<file path="src/rtl/fetch_unit.sv">
// Instruction fetch front end: credit-limited request issue, in-order PC tag FIFO and instruction buffer.
// Optional FETCH_STATS_EN macro adds fetch_count_o, a wrapping count of decode handshakes.
module fetch_unit #(
  parameter logic [31:0] RESET_PC   = 32'h0000_0000,
  parameter int          IBUF_DEPTH = 4
) (
  input  logic        clk,
  input  logic        reset,
  output logic        imem_req_valid_o,
  output logic [31:0] imem_req_addr_o,
  input  logic        imem_req_ready_i,
  input  logic        imem_rsp_valid_i,
  input  logic [31:0] imem_rsp_data_i,
  input  logic        redirect_valid_i,
  input  logic [31:0] redirect_pc_i,
  output logic        dec_valid_o,
  output logic [31:0] dec_inst_o,
  output logic [31:0] dec_pc_o,
  input  logic        dec_ready_i
`ifdef FETCH_STATS_EN
  ,
  output logic [31:0] fetch_count_o
`endif
);

  localparam int AW = (IBUF_DEPTH > 1) ? $clog2(IBUF_DEPTH) : 1;
  localparam int CW = AW + 1;
  localparam logic [CW:0] DEPTH_C = IBUF_DEPTH[CW:0];

  typedef enum logic {RUN = 1'b0, DRAIN = 1'b1} state_t;

  state_t        state, state_nx;
  logic [31:0]   fetch_pc;
  logic [CW-1:0] outstanding, outstanding_nx;
  logic [CW-1:0] discard, discard_nx;
  logic [CW-1:0] ib_count;
  logic [AW-1:0] tag_wr, tag_rd, ib_head, ib_tail;
  logic [31:0]   tag_pc  [IBUF_DEPTH];
  logic [31:0]   ib_inst [IBUF_DEPTH];
  logic [31:0]   ib_pc   [IBUF_DEPTH];
  logic [CW:0]   credit_sum;
  logic          req_fire, rsp_fire, push, pop;

  // Outstanding requests plus buffered words may never exceed the buffer size.
  assign credit_sum       = {1'b0, outstanding} + {1'b0, ib_count};
  assign imem_req_valid_o = !reset && (credit_sum < DEPTH_C);
  assign imem_req_addr_o  = fetch_pc;
  assign req_fire         = imem_req_valid_o && imem_req_ready_i;
  assign rsp_fire         = imem_rsp_valid_i && (outstanding != '0);

  // Responses are only kept in RUN; a redirect kills both the arriving word and any pop.
  assign push = rsp_fire && !redirect_valid_i && (state == RUN);
  assign dec_valid_o = (ib_count != '0);
  assign pop  = dec_valid_o && dec_ready_i && !redirect_valid_i;
  assign dec_inst_o = dec_valid_o ? ib_inst[ib_head] : '0;
  assign dec_pc_o   = dec_valid_o ? ib_pc[ib_head]   : '0;

  assign outstanding_nx = outstanding + CW'(req_fire) - CW'(rsp_fire);

  always_comb begin
    state_nx   = state;
    discard_nx = discard;
    if (redirect_valid_i) begin
      // Everything still in flight after this cycle belongs to the old path.
      discard_nx = outstanding_nx;
      state_nx   = (outstanding_nx != '0) ? DRAIN : RUN;
    end else if (state == DRAIN && rsp_fire) begin
      discard_nx = discard - CW'(1);
      if (discard == CW'(1)) state_nx = RUN;
    end
  end

  always_ff @(posedge clk) begin
    if (reset) begin
      state       <= RUN;
      fetch_pc    <= RESET_PC;
      outstanding <= '0;
      discard     <= '0;
      tag_wr      <= '0;
      tag_rd      <= '0;
      ib_head     <= '0;
      ib_tail     <= '0;
      ib_count    <= '0;
    end else begin
      state       <= state_nx;
      discard     <= discard_nx;
      outstanding <= outstanding_nx;
      if (req_fire) tag_wr <= tag_wr + AW'(1);
      if (rsp_fire) tag_rd <= tag_rd + AW'(1);
      if (redirect_valid_i)
        fetch_pc <= redirect_pc_i;
      else if (req_fire)
        fetch_pc <= fetch_pc + 32'd4;
      if (redirect_valid_i) begin
        ib_head  <= '0;
        ib_tail  <= '0;
        ib_count <= '0;
      end else begin
        if (push) ib_tail <= ib_tail + AW'(1);
        if (pop)  ib_head <= ib_head + AW'(1);
        ib_count <= ib_count + CW'(push) - CW'(pop);
      end
    end
  end

  // Storage arrays carry no reset; validity is tracked by the pointers and counts above.
  always_ff @(posedge clk) begin
    if (req_fire) tag_pc[tag_wr] <= fetch_pc;
    if (push) begin
      ib_inst[ib_tail] <= imem_rsp_data_i;
      ib_pc[ib_tail]   <= tag_pc[tag_rd];
    end
  end

`ifdef FETCH_STATS_EN
  always_ff @(posedge clk) begin
    if (reset)
      fetch_count_o <= '0;
    else if (dec_valid_o && dec_ready_i)
      fetch_count_o <= fetch_count_o + 32'd1;
  end
`endif

endmodule

</file>
<file path="config.mk">
export PLATFORM = sky130hd
export DESIGN_NAME = fetch_unit
export DESIGN_NICKNAME = d
export VERILOG_FILES = /design/src/rtl/fetch_unit.sv
export SDC_FILE = /design/constraint.sdc
export NUM_CORES = 1
export LEC_CHECK = 0
export ABC_AREA = 1
export BUFFER_PORTS_ARGS = -buffer_cell sky130_fd_sc_hd__clkbuf_2
export CAP_MARGIN = 20
export CORE_MARGIN = 2
export CORE_UTILIZATION = 55
export CTS_CLUSTER_SIZE = 25
export DETAILED_ROUTE_END_ITERATION = 7
export PLACE_DENSITY_LB_ADDON = 0.1
export SLEW_MARGIN = 40
export SYNTH_ARGS = -nofsm -noshare
export SYNTH_HDL_FRONTEND = slang
export SYNTH_SLANG_ARGS = --single-unit
</file>
<file path="constraint.sdc">
create_clock -name clk -period 11.74 [get_ports clk]
set_input_delay 0.587 -clock clk [delete_from_list [all_inputs] [get_ports clk]]
set_output_delay 0.587 -clock clk [all_outputs]
set_load 0.02 [all_outputs]
</file>
==> flow_metrics.tcl, run 1 <==
set metrics [dict create \
    synth_area_sq_um 17900 \
    cp_cell_sequence "inv_2, buf_4, buf_12, o21ai_0, a21oi_1, clkbuf_2" \
    cp_data_required_time_ps 11150 \
    pre_cts_ws_ps 8730 \
    root_buffer "clkbuf_16" \
    antenna_found_initial 0 \
    drv_cap 0 \
    track_usage_pct 22.8 \
    synthAdderAreaFrac_pct 1.41 \
    synthSimpleGateAreaFrac_pct 13.3 \
    num_vias 11900 \
    placed_cell_area_sq_um 19200 \
    ys_types 39 \
    stdcell_area_sq_um 20600 \
    synthToLayoutAreaGrowth_pct 15.3 \
    fin_ws_ps 8380 \
    post-route-period-util_pct 28.6 \
    die_h_um 184 \
    cts_tree "built" \
    power.total_mw 3.70 \
    syn-mean-instance-area_sq_um 11.4 \
    critPathSlowestCell "dfxtp_4" \
    vdd_ir_drop_max_mv 0.0905 \
    cts_num_sinks 438 \
    ys_top_cells_by_area "edfxtp_1 64%, nor2_1 8.2%, dfxtp_1 6.0%" \
    grt_max_degree 83 \
    grt_pass1_vias 11600 \
    reg2reg_depth 13 \
    grt_overflow 0 \
    status "finished, final reports clean" \
    rows 66 \
    coreArea_sq_um 32300 \
    slew_headroom_pct 50.1 \
    postCtsSetupBuffers 0 \
    fin_cells 2205 \
    numCtsBuffers 45 \
    pin_count 168 \
    nFillCells 2504 \
    h-tree-depth 2 \
    fmax_ghz 0.297 \
    min_period_ps 3360 \
    io_buffers 167 \
    gpl.final_weighted_congestion 0.897 \
    worstSetupEndpointType "output port" \
    synth_compound_area_share_pct 10.5 \
    rr_endpoint "state$_SDFFE_PP0P_" \
    clk-insertion-delay-late_ps 550 \
    crit_arrival_ps 2770 \
    path_class "flop to output port" \
    fin_util_pct 63.9 \
    tightestPinTransition_ps 748 \
    yosysSeqAreaShare_pct 70.4 \
    synth.top_cell.area_share_pct 64.4 \
    clock_path_buffers 3 \
    start_util_pct 55.5 \
    critPathLaunchType "flop" \
    min_path_type "input pin to flop" \
    p_leak_nw 7.53 \
    cts.repair.resized 0 \
    cts_hold_buf 0 \
    yosys.area.top_type "edfxtp_1" \
    multiInputGateArea_sq_um 4710 \
    synth_fp_nets 1661 \
    endpoint "dec_pc_o[0]" \
    seqCellArea_sq_um 12600 \
    synthCells 1572 \
    ant_nets 0 \
    synthXorXnorAreaFrac_pct 0.831 \
    rsz0062_at_grt "false" \
    die_area_sq_um 34000 \
    worst_path_largest_cell_delay_ps 490 \
    routed_wl_um 38800 \
    ys_warn_count 0 \
    viasPerCell 5.40 \
    drc 0 \
    r2r-start "ib_count[2]$_SDFF_PP0_" \
    synth_top_family_by_area "simple AND/OR/NAND/NOR gates" \
    ys_ff_latch 438 \
    finalSetupViolCount 0 \
    clk_pin_slew_ps 60 \
    reg2reg_slack_ps 8970 \
    die_w_um 184 \
    fin_skew_ps 23.8 \
    crit_fanout 57 \
    setup_tns_ps 0 \
    dp_hpwl_um 22400 \
    p_per_area_nw_per_um2 179 \
    diodes 0 \
    drv_slew 0 \
    hold_slack_ps 256 \
    wl_per_cell_um 17.6 \
    drive_gt1_share_pct 16.7 \
    grt_pass1_wl_um 60500 \
    first_iter_violations 944 \
    placed_cells 2122 \
    synth.area.mux_share_pct 0 \
    fin_nets 1817 \
    hold_viol 0 \
    firstDrtPassIters 5 \
]
==> per-layer routing <==
metal	up-vias	global-route usage (%)	wire, um	share of wire (%)
met2	387	37.6	18200	47
li1	5805	-	-	-
met3	45	3.73	2400	6.2
met1	5668	32.0	17700	46
met5	-	0	0	0
met4	0	5.60	544	1.4
==> logic make-up (layout without fill, tap and decap cells) <==
kind of cell,Yosys count,after routing
AOI/OAI and AO/OA,360,360
xor gates and xnor gates,17,17
adders and majority gates,19,19
buffers and inverters,151,342
DFF,438,438
and+or+nand+nor,587,587
==> power by group <==
group	switching, mW	internal (mW)
sequential	0.0423	1.83
clock	0.563	0.819
combinational	0.321	0.123
==> area by class of cell <==
type                       count  share of cell area [%]
sequential                   438                    61.1
multi-input combinational    983                    22.8
clock buffer                  58                    5.89
timing repair buffer         189                    5.12
tap                          442                    2.68
inverter                      71                    1.29
clock inverter                24                    1.10
==> critical path, delay by kind of cell, from the launching register on <==
family	cells	cell delay (ps)
compound gates	2	360
buf+inv	4	1340
flops	1	490
==> synth_stat cells (all sizes together) <==
library cell / n
nand4: 3
clkbuf: 37
nor3: 1
inv: 69
ha: 17
clkinv: 2
o21a: 1
fa: 2
o21bai: 1
dfxtp: 54
buf: 43
nand2: 150
o22ai: 32
a21boi: 1
nor2: 400
a221oi: 1
a21oi: 94
a22oi: 1
edfxtp: 384
a31oi: 8
xor2: 14
nand3b: 3
o21ai: 220
xnor2: 3
nand3: 30
a211oi: 1
==> registers in the layout, indices dropped and copies added (netlist names), named ones only <==
register / cells
discard: 3
ib_count: 3
ib_head: 2
ib_inst: 128
ib_pc: 128
ib_tail: 2
imem_req_addr_o: 32
outstanding: 3
state: 1
tag_pc: 128
tag_rd: 2
tag_wr: 2
==> cell usage in the layout (no fill, tap or decap), types with 8 or more instances in the layout <==
cell	instances
o21ai_0	208
a31oi_1	8
a21oi_1	93
o21ai_1	12
edfxtp_1	384
o22ai_1	32
clkinv_1	10
nor2_1	382
clkbuf_1	10
buf_4	14
nand2_1	142
clkbuf_16	46
inv_1	62
nand3_1	29
xor2_1	14
nor2_4	9
clkinv_2	9
ha_1	17
clkbuf_2	167
dfxtp_1	51
==> how the worst min path moves through the flow <==
stage / start / to / slack [ps] / cells past startpoint
after CTS: imem_rsp_data_i[28] / ib_inst[1][28]$_DFFE_PP_ / 240 / 1
after detailed placement: ib_head[1]$_SDFFE_PP0P_ / flop / 460 / 2
after global routing: imem_rsp_data_i[28] / ib_inst[1][28]$_DFFE_PP_ / 240 / 1
after global placement: ib_head[1]$_SDFFE_PP0P_ / flop / 440 / 2
after floorplan: ib_head[1]$_SDFFE_PP0P_ / flop / 440 / 2
final: imem_rsp_data_i[28] / ib_inst[1][28]$_DFFE_PP_ / 260 / 1
No activity file was read; power rests on OpenSTA's default activity.
==> inputs of run 2 (changes only) <==
clock period = 3.25 ns   (was 11.74 ns; I/O delays follow)
==> flow_metrics.tcl, run 2 (same netlist as run 1, synthesis figures left out) <==
set metrics [dict create \
    min_to "imem_req_addr_o[20]$_SDFFE_PP0N_" \
    fmax_ghz 0.363 \
    first_iter_violations 987 \
    clk-insertion-delay-late_ps 530 \
    grt_overflow 0 \
    rr_endpoint "state$_SDFFE_PP0P_" \
    grt_max_degree 66 \
    clk_pin_slew_ps 60 \
    min_path_type "input pin to flop" \
    crit_fanout 12 \
    root_buffer "clkbuf_16" \
    min_period_ps 2750 \
    cts_num_sinks 438 \
    pre_cts_ws_ps 513 \
    die_w_um 184 \
    critPathLaunchType "flop" \
    grt_pass1_wl_um 60800 \
    coreArea_sq_um 32300 \
    p_per_area_nw_per_um2 623 \
    p_leak_nw 7.79 \
    drv_cap 0 \
    largestRegisters "ib_inst (128), ib_pc (128), tag_pc (128)" \
    rsz0062_at_grt "false" \
    cp_data_required_time_ps 3710 \
    numCtsBuffers 44 \
    io_buffers 167 \
    gpl.final_weighted_congestion 0.829 \
    fin_skew_ps 13.6 \
    drc 0 \
    drv_slew 0 \
    postCtsSetupBuffers 0 \
    placed_cell_area_sq_um 19300 \
    mostFrequentLayoutCells "384 x edfxtp_1, 382 x nor2_1, 208 x o21ai_0" \
    fin_nets 1883 \
    synthToLayoutAreaGrowth_pct 18.9 \
    dp_hpwl_um 22900 \
    final_common_cell "edfxtp_1" \
    path_class "flop to flop" \
    worstSetupEndpointType "flop" \
    start_util_pct 55.5 \
    power.total_mw 13.3 \
    firstDrtPassIters 5 \
    grt_pass1_vias 11600 \
    die_h_um 184 \
    drive_gt1_share_pct 16.0 \
    hold_start "redirect_pc_i[20]" \
    h-tree-depth 2 \
    viasPerCell 5.30 \
    fin_util_pct 66.0 \
    ant_nets 0 \
    clock_path_buffers 3 \
    finalSetupViolCount 0 \
    reg2reg_slack_ps 500 \
    die_area_sq_um 34000 \
    num_vias 12000 \
    tightestPinTransition_ps 820 \
    diodes 0 \
    hold_viol 0 \
    track_usage_pct 23.1 \
    stdcell_area_sq_um 21300 \
    cts_tree "built" \
    post-route-period-util_pct 84.7 \
    setup_tns_ps 0 \
    reg2reg_depth 13 \
    status "finished, final reports clean" \
    hold_depth 5 \
    fin_ws_ps 496 \
    antenna_found_initial 0 \
    cts.repair.resized 0 \
    nFillCells 2456 \
    routed_wl_um 39200 \
    wl_per_cell_um 17.3 \
    crit_arrival_ps 3210 \
    vdd_ir_drop_max_mv 0.363 \
    slew_headroom_pct 45.1 \
    rows 66 \
    r2r-start "ib_count[2]$_SDFF_PP0_" \
    pin_count 168 \
]
==> run 2: cell types whose count changed in the layout (fill, tap and decap cells not counted), moves of 2 or more <==
cell / change
clkinvlp_4: -2
buf_4: +3
dlygate4sd3_1: +62
clkbuf_1: +5
clkinv_2: -3
inv_6: +2
buf_6: -4
buf_12: +6
==> run 2: worst max-delay path: stages, from the launching register on <==
cell	delay (ps)
dfxtp_1	390
ha_1	250
nor2_1	140
nand2_2	80
nor2_4	120
nand2_4	150
ha_1	310
inv_1	40
ha_1	180
fa_1	370
xor2_1	170
xor2_1	210
nand2_1	90
a31oi_1	170
==> run 2: final cells by class <==
| class | instances | area, sq um | area share [%] |
|---|---|---|---|
| repair buffers | 256 | 1780 | 8.34 |
| clock inverters | 20 | 170 | 0.799 |
| clock buffers | 62 | 1210 | 5.68 |
| multi-input cells | 983 | 4710 | 22.1 |
| well taps | 442 | 553 | 2.60 |
| inverters | 71 | 268 | 1.26 |
| flip-flops and latches | 438 | 12600 | 59.2 |
==> run 2: what timing repair did <==
action | in CTS | in global routing
hold endpoints to repair | 158 | 0
hold buffers | 62 | 0
endpoints found under the setup margin | 0 | 0
==> run 2: worst max path at each step <==
stage / start / endpoint / slack, ps / cells after the start
global placement: ib_count[2]$_SDFF_PP0_ / state$_SDFFE_PP0P_ / 560 / 13
floorplan: outstanding[2]$_SDFF_PP0_ / ib_inst[0][0]$_DFFE_PP_ / -760 / 4
finish: ib_count[2]$_SDFF_PP0_ / state$_SDFFE_PP0P_ / 500 / 13
global route: ib_count[2]$_SDFF_PP0_ / state$_SDFFE_PP0P_ / 260 / 13
detailed placement: ib_count[2]$_SDFF_PP0_ / state$_SDFFE_PP0P_ / 510 / 13
CTS: ib_count[2]$_SDFF_PP0_ / state$_SDFFE_PP0P_ / 480 / 13
==> run 2: where the power goes <==
group          internal, mW  total (mW)  leakage [nW]  switching (mW)
logic                 0.522        1.69          3.18            1.17
registers              6.61        6.76          3.94           0.154
clock network          2.83        4.81         0.673            1.98
==> run 2: layer usage <==
layer  wire (um)  global-route usage [%]  vias up
met3        2290                    3.83       60
met1       17500                    31.1     5714
met4         855                    6.98        0
met2       18600                    38.7      340
li1            -                       -     5923
met5           0                       0        -
==> run 2: metrics by stage <==
stage	instances	hold slack (ps)
6_report	2272	28.8
5_1_grt	2272	39.2
4_1_cts	2271	5.36
3_5_place_dp	2127	384
3_3_place_gp	2127	380
2_1_floorplan	1572	261
